--- src/rtl/issue_scoreboard.sv ---
// issue_scoreboard: per-register pending-write counters with operand
// forwarding and stall generation for an in-order issue stage.
// Optional macro SB_BRANCH_HAZARD_EN: when defined, a branch stalls instead of
// taking any read operand from a forwarding source, so branches only see
// register-file data.
module issue_scoreboard #(
  parameter int NUM_FWD = 3,
  parameter int CNT_W   = 2
) (
  input  logic                   clk,
  input  logic                   resetn,
  input  logic                   issue_valid,
  output logic                   issue_ready,
  input  logic [4:0]             issue_rs,
  input  logic [4:0]             issue_rt,
  input  logic                   issue_rs_r,
  input  logic                   issue_rt_r,
  input  logic [4:0]             issue_waddr,
  input  logic                   issue_branch,
  input  logic [31:0]            rf_rdata1,
  input  logic [31:0]            rf_rdata2,
  input  logic [NUM_FWD*5-1:0]   fwd_addr,
  input  logic [NUM_FWD*32-1:0]  fwd_data,
  input  logic [NUM_FWD-1:0]     fwd_ok,
  input  logic                   retire_valid,
  input  logic [4:0]             retire_addr,
  input  logic                   flush,
  output logic [31:0]            rdata1_o,
  output logic [31:0]            rdata2_o,
  output logic                   busy_o,
  output logic                   err_o,
  output logic [31:0]            stall_cnt_o
);

`ifdef SB_BRANCH_HAZARD_EN
  localparam logic BR_HAZ = 1'b1;
`else
  localparam logic BR_HAZ = 1'b0;
`endif

  // Entry 0 exists only so the array can be indexed by a raw register number;
  // it is held at zero and never counts.
  logic [CNT_W-1:0] r_cnt [32];
  logic             r_err;
  logic [31:0]      r_stall_cnt;

  logic        w_stall1;
  logic        w_stall2;
  logic        w_ready_core;
  logic        w_fire;
  logic        w_underflow;
  logic        w_busy;

  // Resolve one source operand: returns {stall, data}. The youngest
  // forwarding stage with a matching address wins, even if its result is not
  // ready yet; register 0 is hard-wired to zero and never stalls.
  function automatic logic [32:0] resolve(input logic [4:0]       r,
                                          input logic             rd,
                                          input logic [31:0]      rf,
                                          input logic [CNT_W-1:0] cnt_r);
    logic        hit;
    logic        ok;
    logic [31:0] fdat;
    logic        stall;
    logic [31:0] data;
    hit  = 1'b0;
    ok   = 1'b0;
    fdat = '0;
    // Walk oldest to youngest so the lowest matching index is left standing.
    for (int f = NUM_FWD - 1; f >= 0; f--) begin
      if (fwd_addr[f*5 +: 5] == r) begin
        hit  = 1'b1;
        ok   = fwd_ok[f];
        fdat = fwd_data[f*32 +: 32];
      end
    end
    if (r == 5'd0) begin
      data  = '0;
      stall = 1'b0;
    end else if (hit) begin
      data  = fdat;
      stall = rd && (!ok || (BR_HAZ && issue_branch));
    end else begin
      data  = rf;
      stall = rd && (cnt_r != '0);
    end
    return {stall, data};
  endfunction

  assign {w_stall1, rdata1_o} = resolve(issue_rs, issue_rs_r, rf_rdata1, r_cnt[issue_rs]);
  assign {w_stall2, rdata2_o} = resolve(issue_rt, issue_rt_r, rf_rdata2, r_cnt[issue_rt]);

  // Internal readiness excludes reset so the counter flops never see resetn on
  // their data path; the port additionally forces ready low during reset.
  assign w_ready_core = issue_valid && !w_stall1 && !w_stall2 &&
                        (r_cnt[issue_waddr] != {CNT_W{1'b1}});
  assign issue_ready  = w_ready_core && resetn;
  assign w_fire       = issue_valid && w_ready_core;

  // A retire against an empty counter is an error unless a same-cycle issue
  // cancels it or a flush discards everything anyway.
  assign w_underflow = retire_valid && (retire_addr != 5'd0) &&
                       (r_cnt[retire_addr] == '0) &&
                       !(w_fire && (issue_waddr == retire_addr)) && !flush;

  // Busy when any tracked register still has a write in flight.
  always_comb begin
    w_busy = 1'b0;
    for (int i = 1; i < 32; i++) begin
      if (r_cnt[i] != '0) w_busy = 1'b1;
    end
  end

  // Pending-write counters: flush wins, issue+retire to one register cancel,
  // and a retire never takes a counter below zero.
  always_ff @(posedge clk or negedge resetn) begin
    if (!resetn) begin
      for (int i = 0; i < 32; i++) r_cnt[i] <= '0;
    end else begin
      r_cnt[0] <= '0;
      for (int i = 1; i < 32; i++) begin
        if (flush) begin
          r_cnt[i] <= '0;
        end else if (w_fire && (issue_waddr == 5'(i)) &&
                     !(retire_valid && (retire_addr == 5'(i)))) begin
          r_cnt[i] <= r_cnt[i] + CNT_W'(1);
        end else if (retire_valid && (retire_addr == 5'(i)) &&
                     !(w_fire && (issue_waddr == 5'(i))) && (r_cnt[i] != '0)) begin
          r_cnt[i] <= r_cnt[i] - CNT_W'(1);
        end
      end
    end
  end

  // Sticky underflow flag and free-running stall counter; neither is flushed.
  always_ff @(posedge clk or negedge resetn) begin
    if (!resetn) begin
      r_err       <= 1'b0;
      r_stall_cnt <= '0;
    end else begin
      if (w_underflow) r_err <= 1'b1;
      if (issue_valid && !w_ready_core) r_stall_cnt <= r_stall_cnt + 32'd1;
    end
  end

  assign busy_o      = w_busy;
  assign err_o       = r_err;
  assign stall_cnt_o = r_stall_cnt;

endmodule

--- config.mk ---
export PLATFORM = sky130hd
export DESIGN_NAME = issue_scoreboard
export DESIGN_NICKNAME = d
export VERILOG_FILES = /design/src/rtl/issue_scoreboard.sv
export SDC_FILE = /design/constraint.sdc
export NUM_CORES = 1
export LEC_CHECK = 0
export BUFFER_PORTS_ARGS = -buffer_cell sky130_fd_sc_hd__buf_2
export CORE_ASPECT_RATIO = 0.6
export CORE_MARGIN = 8
export CORE_UTILIZATION = 53
export DETAILED_ROUTE_END_ITERATION = 16
export PLACE_DENSITY_LB_ADDON = 0.25
export SETUP_SLACK_MARGIN = 0.1
export SYNTH_ARGS = -nofsm -noshare
export SYNTH_HDL_FRONTEND = slang
export SYNTH_SLANG_ARGS = --single-unit
--- constraint.sdc ---
create_clock -name clk -period 5 [get_ports clk]
set_input_delay 1 -clock clk [delete_from_list [all_inputs] [get_ports clk]]
set_output_delay 1 -clock clk [all_outputs]
set_load 0.01 [all_outputs]
# == Word-level counts from Yosys, hierarchy flattened ==
# Index checks and enable logic that the tools add are counted.
# classes
addsub,63
n_lt_le_gt_ge,4
eq_ne,70
n_mux,162
bitwise,4
reduce_logical,307
# op_table
op,n
32-bit two-way mux,10
2-bit two-way mux,101
1-bit logical AND,170
"5-bit equality test, second input constant",32
3-bit nonzero test,31
"5-bit by 4-bit equality test with 1-bit output, second input constant",16
1-bit zero test,69
2-bit nonzero test,33
"2-bit by 1-bit adder with 2-bit output, second input constant",31
"2-bit by 1-bit subtractor with 2-bit output, second input constant",31
1-bit two-way mux,47
2-bit binary-select mux with 5-bit select,4
"5-bit by 3-bit equality test with 1-bit output, second input constant",8
5-bit equality test,7
"32-bit by 1-bit adder with 32-bit output, second input constant",1
"6-bit >= comparator, second input constant",4
5-bit inverter with 6-bit output,4
"5-bit by 2-bit equality test with 1-bit output, second input constant",4
"5-bit by 1-bit equality test with 1-bit output, second input constant",2
5-bit zero test,2
5-bit nonzero test,1
2-bit zero test,1
"2-bit != test, second input constant",1
# totals
regBits,95
inputBits,206
out_inout_bits,99
wordCells,643

# == Longest topological paths before layout ==
# Gate-level depths: netlist of the first run.
# logic_depth
word_depth,32
mapped_depth,13
depth_no_buf,9

# == Least setup slack after synthesis of the first run ==
# No wires, ideal clock.
# synth_path
path_type,in2out
startpoint,input port issue_rt[4]
endpoint,output port issue_ready
t_arrival_ps,3181
required_time_ps,4000
slack_ps,819
path_stages,10
n_path_buf,3
cell_sequence,buf_4 -> xnor2_1 -> nand3_1 -> or4_1 -> o211ai_1 -> a32oi_1 -> a311oi_4 -> buf_6 -> buf_2 -> and3_1
# synth_via
elab_chain_len,12
word_cells_on_any_way,24
classes_between,3 x eq/ne; 11 x mux; 1 x bitwise; 9 x reduce/logical
# synth_lines
element,line_no,rtl
"start, declared",15,"input logic [4:0] issue_rt,"
5-bit inverter with 6-bit output (implied by the code) or 5-bit equality test (tied branches),"91, 71",
2-bit binary-select mux with 5-bit select or 1-bit two-way mux (tied branches),"91, 71",
2-bit two-way mux (implied by the code) or 1-bit two-way mux (tied branches) (2 in a row),"91, 71",
2-bit nonzero test or 1-bit zero test (tied branches),"85, 82",
"1-bit logical AND, on equally long branches","85, 82",
1-bit two-way mux,80,end else if (hit) begin
1-bit two-way mux *,77,if (r == 5'd0) begin
1-bit zero test *,95,assign w_ready_core = issue_valid && !w_stall1 && !w_stall2 &&
1-bit logical AND * (2 in a row),95,
1-bit logical AND *,97,assign issue_ready = w_ready_core && resetn;
"end, declared",13,"output logic issue_ready,"
# Mark *: on every way between the ends. The rest lies on a longest branch, timed or not. The select of a mux whose other input is x is not followed.

# == Worst setup path after layout of the first run ==
# layout_path
startpoint,input port issue_rt[0]
endpoint,output port rdata2_o[6]
# layout_via
elab_chain_len,6
word_cells_on_any_way,12
classes_between,3 x eq/ne; 8 x mux; 1 x reduce/logical
# layout_lines
element,line_no,rtl
5-bit equality test,71,if (fwd_addr[f*5 +: 5] == r) begin
32-bit two-way mux or 1-bit two-way mux (tied branches) (3 in a row),71,
32-bit two-way mux,80,
32-bit two-way mux *,77,
"end, declared",29,"output logic [31:0] rdata2_o,"
# Mark *: on every way between the ends. The rest lies on a longest branch, timed or not.

==> results of run 1 <==
==> layout make-up <==
class | instances | area, µm² | share of cell area, %
antenna | 1 | 2.502 | 0.02255
inverter | 22 | 82.58 | 0.7440
timing repair buffer | 327 | 1699 | 15.31
clock inverter | 7 | 70.07 | 0.6313
tap | 234 | 292.8 | 2.638
multi-input combinational | 957 | 6350 | 57.21
sequential | 95 | 2377 | 21.42
clock buffer | 9 | 225.2 | 2.029
==> worst paths after layout <==
check	from	end	slack [ns]
max	issue_rt[0]	rdata2_o[6]	0.62
min	stall_cnt_o[31]	stall_cnt_o[31]	0.46
max reg2reg	r_cnt[26]	r_cnt[56]	1.39
min reg2reg	stall_cnt_o[31]	stall_cnt_o[31]	0.46
max in group asynchronous	resetn	stall_cnt_o[25]	3.18
min in group asynchronous	resetn	r_cnt[58]	0.49
==> cells in the final DEF (no fill, tap or decap), types with 8 or more instances in the layout <==
cell type and instances:
a211oi_1 15, a21o_1 8, a21oi_1 54, a221oi_1 67
a22oi_1 63, a311oi_1 8, a31oi_1 11, and2_1 21
and3_1 17, buf_2 302, buf_4 25, clkbuf_16 9
dfrtp_1 95, inv_1 21, mux4_2 26, nand2_1 96
nand2b_1 14, nand3_1 35, nand4_1 25, nor2_1 207
nor2b_1 9, nor3_1 22, o2111ai_1 12, o211ai_1 9
o21ai_0 40, xnor2_1 54, xor2_1 20
==> worst max-delay path, cell delays in order <==
cell	delay [ns]
buf_2	0.37
xnor2_1	0.17
nand3_1	0.14
nor3_1	0.60
nor3b_2	0.27
buf_4	0.37
a221oi_1	0.13
nor2_1	0.16
buf_2	0.16
==> report_power, final <==
part	switching (µW)	total, µW	leakage [µW]	internal, µW
clock network	345	700	0.000144	355
registers	39.7	839	0.00131	799
logic	450	744	0.00353	293
total	835	2280	0.00499	1450
==> per-layer routing <==
layer	up-vias	global-route usage, %	routed length (µm)
met5	-	1.412	59
met4	4	6.324	871
met3	117	10.08	5501
met2	855	43.73	15140
met1	5130	46.86	14810
li1	4885	-	-
==> flip-flops by register name, indices dropped and copies added, names as in the netlist <==
| register | flops |
|---|---|
| stall_cnt_o | 32 |
| err_o | 1 |
| r_cnt | 62 |
==> cells by family (layout without fill, tap and decap cells) <==
| group | after synthesis | in the layout | synth area share, % |
|---|---|---|---|
| compound gates | 330 | 330 | 26.53 |
| xor+xnor | 74 | 74 | 7.047 |
| fa+ha+maj | 1 | 1 | 0.1360 |
| buf+inv | 115 | 365 | 5.646 |
| flops | 95 | 95 | 25.85 |
| mux | 41 | 41 | 8.108 |
| other cells | 0 | 1 | 0 |
| simple gates | 511 | 511 | 26.69 |
==> per-stage QoR <==
stage	hold slack (ns)	setup slack (ns)	total power (µW)	utilization (%)	cells
after floorplan	0.5032	0.8194	1270	-	1167
after global placement	0.4565	0.6484	1567	63.23	1635
after detailed placement	0.4641	0.6518	1579	63.23	1635
after CTS	0.4746	0.6709	2272	64.96	1651
after global routing	0.4972	0.4295	2383	64.97	1652
final	0.4646	0.6152	2283	64.97	1652
==> synth_stat cells (22+ instances only) <==
cell / instances
and2_1: 22
nand2_1: 96
nand3_1: 35
clkbuf_1: 61
xnor2_1: 54
nor3_1: 22
nand4_1: 25
nor2_1: 211
a21oi_1: 54
a221oi_1: 67
o21ai_0: 40
a22oi_1: 63
mux4_2: 26
dfrtp_1: 95
==> flow_summary_export.csv, run 1 <==
group,metric,value,unit
clock_tree,clock-root-buffer,"clkbuf_16",
sta,rsz0062_at_grt,"false",
clock_tree,holdBufCountCts,0,
detailed_routing,drtIter0Drc,1794,
die,ios,305,
sta,max_freq,228.1,MHz
worst_setup_path,critPathArrivalTime,3.38,ns
power_and_ir_drop,cellLeakagePower,0.004987,µW
die,start_util,53.84,%
min_path,hold_class,"reg2reg",
sta,setup_viol,0,
worst_setup_path,reg2reg_depth,11,
synth,synth_edf_count,0,
sta,min_period_over_period,87.70,%
worst_setup_path,path_class,"in2out",
synth,synth_top_cell_by_area,"dfrtp_1",
grt,grt_start_max_net_pins,84,
outcome,status,"complete, no violations",
finish,num-nets-final,1619,
clock_tree,ctsResizeCount,0,
die,die_w,186.1,µm
synth,ys_seq_area_share,25.85,%
die,rows,37,
power_and_ir_drop,ir_worst_vdd,0.1578,mV
sta,maxSlewViolCount,0,
worst_setup_path,critical_path.max_fanout,31,
synth,syn_avg_cell_area,7.881,µm²
placement,io_buffer_count,303,
worst_setup_path,cp-start-kind,"input pin",
clock_tree,post_cts_buffers,0,
sta,tns,0,ns
die,die_h,118.0,µm
synth,synth_ff_type,"dfrtp_1",
die,die-area,21960,µm²
synth,async_reset_ff_share,100.0,%
clock_tree,htree_levels,3,
sta,final.setup_skew,0.009193,ns
finish,stdcell_area,11100,µm²
synth,syn_area,9198,µm²
synth,synth_top_area_share,25.85,%
grt,grt_pass1_wl,55920,µm
detailed_routing,drc,0,
clock_tree,numClockSinks,95,
power_and_ir_drop,power_density,205.7,nW/µm²
grt,grt_pass1_vias,9961,
detailed_routing,drtAntennaViolNets,0,
detailed_routing,vias,10990,
clock_tree,clk_pin_slew,0.07,ns
worst_setup_path,crit_required,4.00,ns
clock_tree,cts_buffers,9,
detailed_routing,drt-pass1-iter-count,7,
worst_setup_path,crit_path_end_kind,"primary output",
synth,synth_area_leaders,"dfrtp_1 (26%), nor2_1 (8.6%), a221oi_1 (6.4%)",
sta,worst_slew_pin_slew,1.158,ns
detailed_routing,routed_wl,36390,µm
placement,placed_area,10800,µm²
die,core,17080,µm²
synth,ys_seq_elements,95,
grt,grt_overflow,0,
clock_tree,insertion_delay,0.35,ns
detailed_routing,via_per_inst,6.653,
sta,fin_crit,4.385,ns
synth,ys_warn_count,0,
sta,maxSlewHeadroom,22.51,%
finish,fillCellCount,1516,
placement,dp_hpwl,27640,µm
clock_tree,clockBufferDepth,2,
clock_tree,cts_tree,"built",
sta,final_hold_viol_count,0,
synth,synth_nets,1374,
synth,ys_types,76,
grt,track_usage,31.60,%
finish,area_delta_synth_final,20.68,%
finish,drive_gt1_share,28.79,%
min_path,hold_path_depth,1,
synth,netlist_instances,1167,
placement,gp_congestion,0.9889,
flow_run,drv_cap,0,
detailed_routing,wl_per_cell,22.03,µm
grt,antenna_found_initial,2,
Note: power is estimated with default switching activity, not from simulation.
==> inputs of run 2 (changes only) <==
--- a/config.mk
+++ b/config.mk
@@ -10,7 +10,7 @@
 export CORE_MARGIN = 8
 export CORE_UTILIZATION = 53
 export DETAILED_ROUTE_END_ITERATION = 16
-export PLACE_DENSITY_LB_ADDON = 0.25
+export PLACE_DENSITY = 0.82
 export SETUP_SLACK_MARGIN = 0.1
 export SYNTH_ARGS = -nofsm -noshare
 export SYNTH_HDL_FRONTEND = slang
==> run 2 against run 1 <==
Net effect: die area stayed put; clock-buffer cell count stayed put; fmax shrank 2.8%; first-iteration DRC count is 6.0% higher; utilization increased by 0.34 points; highest routed layer unchanged.
==> flow_summary_export.csv, run 2 (synthesized netlist as in run 1, its figures left out) <==
group,metric,value,unit
outcome,status,"complete, no violations",
die,die-area,21960,µm²
worst_setup_path,crit_required,4.00,ns
clock_tree,ctsResizeCount,0,
min_path,hold_class,"reg2reg",
detailed_routing,via_per_inst,6.723,
finish,final_cell_mix,"buf_2 (302), nor2_1 (207), nand2_1 (96)",
sta,setup_viol,0,
grt,track_usage,32.93,%
sta,maxSlewViolCount,0,
power_and_ir_drop,power_density,208.7,nW/µm²
min_path,hold_path_depth,1,
die,die_w,186.1,µm
die,die_h,118.0,µm
power_and_ir_drop,ir_worst_vdd,0.1696,mV
grt,grt_start_max_net_pins,71,
finish,drive_gt1_share,28.89,%
clock_tree,cts_buffers,9,
detailed_routing,drc,0,
clock_tree,numClockSinks,95,
clock_tree,cts_tree,"built",
detailed_routing,drt-pass1-iter-count,7,
grt,grt_overflow,0,
worst_setup_path,crit_path_end_kind,"primary output",
clock_tree,htree_levels,3,
detailed_routing,drtIter0Drc,1902,
sta,min_period_over_period,90.26,%
detailed_routing,wl_met3,5197,µm
placement,dp.cells,1637,
worst_setup_path,path_class,"in2out",
flow_run,drv_cap,0,
finish,area_delta_synth_final,21.30,%
finish,fillCellCount,1439,
worst_setup_path,reg2reg_depth,10,
detailed_routing,vias,11120,
power_and_ir_drop,cellLeakagePower,0.005013,µW
placement,placed_area,10840,µm²
worst_setup_path,cp-start-kind,"input pin",
worst_setup_path,critical_path.max_fanout,56,
sta,tns,0,ns
detailed_routing,drtAntennaViolNets,0,
finish,utilization,65.31,%
die,ios,305,
detailed_routing,wl_per_cell,22.56,µm
finish,largest_reg_flops,62,
die,rows,37,
detailed_routing,wl_met1,14750,µm
die,start_util,53.84,%
placement,dp_hpwl,28690,µm
sta,setup_slack,0.4871,ns
detailed_routing,highest_layer,"met5",
clock_tree,post_cts_buffers,0,
grt,grt_pass1_wl,57980,µm
sta,rsz0062_at_grt,"false",
clock_tree,clk_pin_slew,0.07,ns
sta,max_freq,221.6,MHz
clock_tree,insertion_delay,0.36,ns
placement,io_buffer_count,303,
sta,final.setup_skew,0.008648,ns
sta,worst_slew_pin_slew,1.101,ns
finish,final_common_cell,"buf_2",
sta,maxSlewHeadroom,26.31,%
finish,num-nets-final,1621,
grt,antenna_found_initial,3,
clock_tree,clock-root-buffer,"clkbuf_16",
finish,regMostFlops,"r_cnt",
sta,fin_crit,4.513,ns
placement,gp_congestion,1.010,
die,core,17080,µm²
detailed_routing,routed_wl,37310,µm
clock_tree,clockBufferDepth,2,
placement,place_ws,0.5711,ns
finish,stdcell_area,11160,µm²
detailed_routing,wl_met2,16160,µm
clock_tree,holdBufCountCts,0,
worst_setup_path,critPathArrivalTime,3.51,ns
grt,grt_pass1_vias,10440,
finish,final_cells,1654,
sta,final_hold_viol_count,0,
[run 2: power by group]
| part | switching, µW | internal (µW) |
|---|---|---|
| logic | 457 | 297 |
| clock network | 336 | 400 |
| registers | 39.2 | 800 |
[run 2: layout make-up]
| type | instances | area [µm²] | area share, % |
|---|---|---|---|
| inverters | 22 | 82.58 | 0.7402 |
| diodes | 1 | 2.502 | 0.02243 |
| clock buffers | 9 | 225.2 | 2.019 |
| clock inverters | 7 | 87.58 | 0.7850 |
| multi-input cells | 957 | 6350 | 56.91 |
| repair buffers | 329 | 1739 | 15.59 |
| flip-flops and latches | 95 | 2377 | 21.31 |
| well taps | 234 | 292.8 | 2.624 |
[run 2: per-layer routing]
metal	global-route usage, %	up-vias
met5	0	-
met4	10.97	4
met3	11.71	117
met2	47.29	822
met1	45.08	5286
li1	-	4891
[run 2: path summary, 6_finish.rpt]
path	startpoint	endpoint	slack, ns
min in group asynchronous	resetn	r_cnt[35]	0.55
max in group asynchronous	resetn	r_cnt[24]	3.23
setup reg to reg	r_cnt[58]	r_cnt[4]	1.27
hold / removal	stall_cnt_o[31]	stall_cnt_o[31]	0.47
hold reg to reg	stall_cnt_o[31]	stall_cnt_o[31]	0.47
setup / recovery	issue_rs[1]	rdata1_o[31]	0.49
[run 2: per-stage QoR]
step | hold slack, ns | total power, µW
CTS | 0.4737 | 2326
finish | 0.4700 | 2328
global route | 0.4798 | 2423
floorplan | 0.5032 | 1270
global placement | 0.4530 | 1574
detailed placement | 0.4632 | 1589
[run 2: critical path, stage by stage]
cell and delay, ns:
buf_2 0.31, xnor2_1 0.17, nand3_1 0.15, nor3_4 0.55, buf_4 0.59, nor2_1 0.10
a221oi_1 0.27, nor2_1 0.16, buf_2 0.18
==> inputs of run 3 (changes only) <==
--- a/config.mk
+++ b/config.mk
@@ -8,9 +8,9 @@
 export BUFFER_PORTS_ARGS = -buffer_cell sky130_fd_sc_hd__buf_2
 export CORE_ASPECT_RATIO = 0.6
 export CORE_MARGIN = 8
-export CORE_UTILIZATION = 53
+export CORE_UTILIZATION = 25
 export DETAILED_ROUTE_END_ITERATION = 16
-export PLACE_DENSITY = 0.82
+export PLACE_DENSITY = 0.44
 export SETUP_SLACK_MARGIN = 0.1
 export SYNTH_ARGS = -nofsm -noshare
 export SYNTH_HDL_FRONTEND = slang
==> run 3 against run 2 <==
Net effect: largest cell class unchanged; sequential share of layout area shrank 0.69 points; die area grew 98%; highest routed layer unchanged; design area grew 3.4%; utilization shrank 34 points; clock power grew 2%; power grew 1.2%; largest power group unchanged; first-iteration DRC count shrank 38%; combinational power grew 2%; routed wire length grew 17%; fmax grew 1.5%.
==> flow_summary_export.csv, run 3 (synthesized netlist as in run 1, its figures left out) <==
group,metric,value,unit
outcome,status,"complete, no violations",
power_and_ir_drop,p_comb_share,32.6,%
placement,gp_congestion,0.8988,
sta,setup_slack,0.5525,ns
die,die_h,164.6,µm
power_and_ir_drop,p_sw,891.2,µW
placement,place_ws,0.5566,ns
power_and_ir_drop,power_density,204.3,nW/µm²
detailed_routing,wl_met1,20460,µm
die,ios,305,
sta,maxSlewViolCount,0,
detailed_routing,drc,0,
detailed_routing,highest_layer,"met5",
flow_run,drv_cap,0,
sta,tns,0,ns
worst_setup_path,cp-start-kind,"input pin",
grt,grt_overflow,0,
die,die_w,263.6,µm
sta,rsz0062_at_grt,"false",
worst_setup_path,critPathArrivalTime,3.45,ns
sta,max_freq,224.8,MHz
clock_tree,ctsResizeCount,0,
min_path,hold_class,"reg2reg",
sta,worst_slew_pin_slew,1.179,ns
clock_tree,insertion_delay,0.37,ns
sta,maxSlewHeadroom,21.09,%
power_and_ir_drop,cellLeakagePower,0.005053,µW
sta,final.setup_skew,0.01221,ns
die,core,36280,µm²
grt,grt_pass1_vias,9923,
detailed_routing,drtIter0Drc,1173,
sta,final_hold_viol_count,0,
detailed_routing,wl_per_cell,22.87,µm
clock_tree,clk_pin_slew,0.08,ns
clock_tree,htree_levels,3,
finish,area_delta_synth_final,25.37,%
finish,utilization,31.78,%
sta,min_period_over_period,88.95,%
power_and_ir_drop,pwr-share-seq,35.6,%
power_and_ir_drop,ir_worst_vdd,0.1655,mV
clock_tree,numClockSinks,95,
placement,io_buffer_count,303,
finish,largest_reg_flops,62,
clock_tree,holdBufCountCts,0,
sta,setup_viol,0,
grt,grt_start_max_net_pins,74,
clock_tree,post_cts_buffers,0,
finish,drive_gt1_share,29.34,%
placement,dp_hpwl,33860,µm
clock_tree,clockBufferDepth,2,
grt,grt_pass1_wl,63280,µm
worst_setup_path,path_class,"in2out",
detailed_routing,wl_met2,19990,µm
clock_tree,cts_tree,"built",
power_and_ir_drop,p_int,1464,µW
die,start_util,25.35,%
die,die-area,43390,µm²
grt,track_usage,18.68,%
sta,fin_crit,4.448,ns
finish,final_common_cell,"buf_2",
finish,final_cells,1909,
detailed_routing,drtAntennaViolNets,0,
clock_tree,cts_buffers,9,
grt,antenna_found_initial,6,
power_and_ir_drop,p_sw_share,37.84,%
finish,final_cell_mix,"buf_2 (302), nor2_1 (207), nand2_1 (96)",
detailed_routing,routed_wl,43660,µm
die,rows,54,
placement,dp.cells,1888,
power_and_ir_drop,p_clk_share,31.8,%
detailed_routing,drt-pass1-iter-count,6,
finish,regMostFlops,"r_cnt",
detailed_routing,via_per_inst,5.608,
worst_setup_path,crit_path_end_kind,"primary output",
worst_setup_path,crit_required,4.00,ns
detailed_routing,vias,10710,
finish,num-nets-final,1630,
worst_setup_path,critical_path.max_fanout,31,
clock_tree,clock-root-buffer,"clkbuf_16",
detailed_routing,wl_met3,2850,µm
run 3: power by group through the flow:
stage	Clock [µW]	Combinational, µW	Sequential, µW
floorplan	0	408	862
finish	748	768	840
global placement	0	764	856
CTS	773	766	841
global route	807	833	847
detailed placement	0	763	856
run 3: final timing paths:
path,start,endpoint,slack [ns],cells after the start
min in group asynchronous,resetn,r_cnt[34],0.54,1
min,stall_cnt_o[31],stall_cnt_o[31],0.47,1
max in group asynchronous,resetn,r_cnt[29],3.12,2
min reg2reg,stall_cnt_o[31],stall_cnt_o[31],0.47,1
max,issue_rt[1],rdata2_o[3],0.55,9
max reg2reg,r_cnt[58],r_cnt[60],1.29,11
run 3: layer usage:
| layer | global-route usage, % | up-vias |
|---|---|---|
| li1 | - | 4904 |
| met1 | 27.50 | 5330 |
| met2 | 28.34 | 427 |
| met3 | 3.792 | 41 |
| met4 | 2.757 | 4 |
| met5 | 0 | - |
run 3: metrics by stage:
| step | hold WS, ns | cell area [µm²] | power (µW) |
|---|---|---|---|
| global route | 0.4804 | 11520 | 2487 |
| finish | 0.4740 | 11530 | 2355 |
| CTS | 0.4759 | 11520 | 2380 |
| floorplan | 0.5032 | 9198 | 1270 |
| detailed placement | 0.4640 | 11200 | 1619 |
| global placement | 0.4611 | 11200 | 1621 |
run 3: critical path: stages:
cell      delay [ns]
buf_2           0.29
xnor2_1         0.16
nand3_1         0.13
nor3_1          0.51
nor3b_2         0.26
buf_4           0.42
a221oi_1        0.15
nor2_1          0.29
buf_2           0.20
run 3: final cells by class:
cell class / count / area [µm²]
antenna: 5 / 12.51
clock buffer: 9 / 225.2
clock inverter: 7 / 93.84
fill: 3911 / 24750
inverter: 22 / 82.58
multi-input combinational: 957 / 6350
sequential: 95 / 2377
tap: 476 / 595.6
timing repair buffer: 338 / 1794
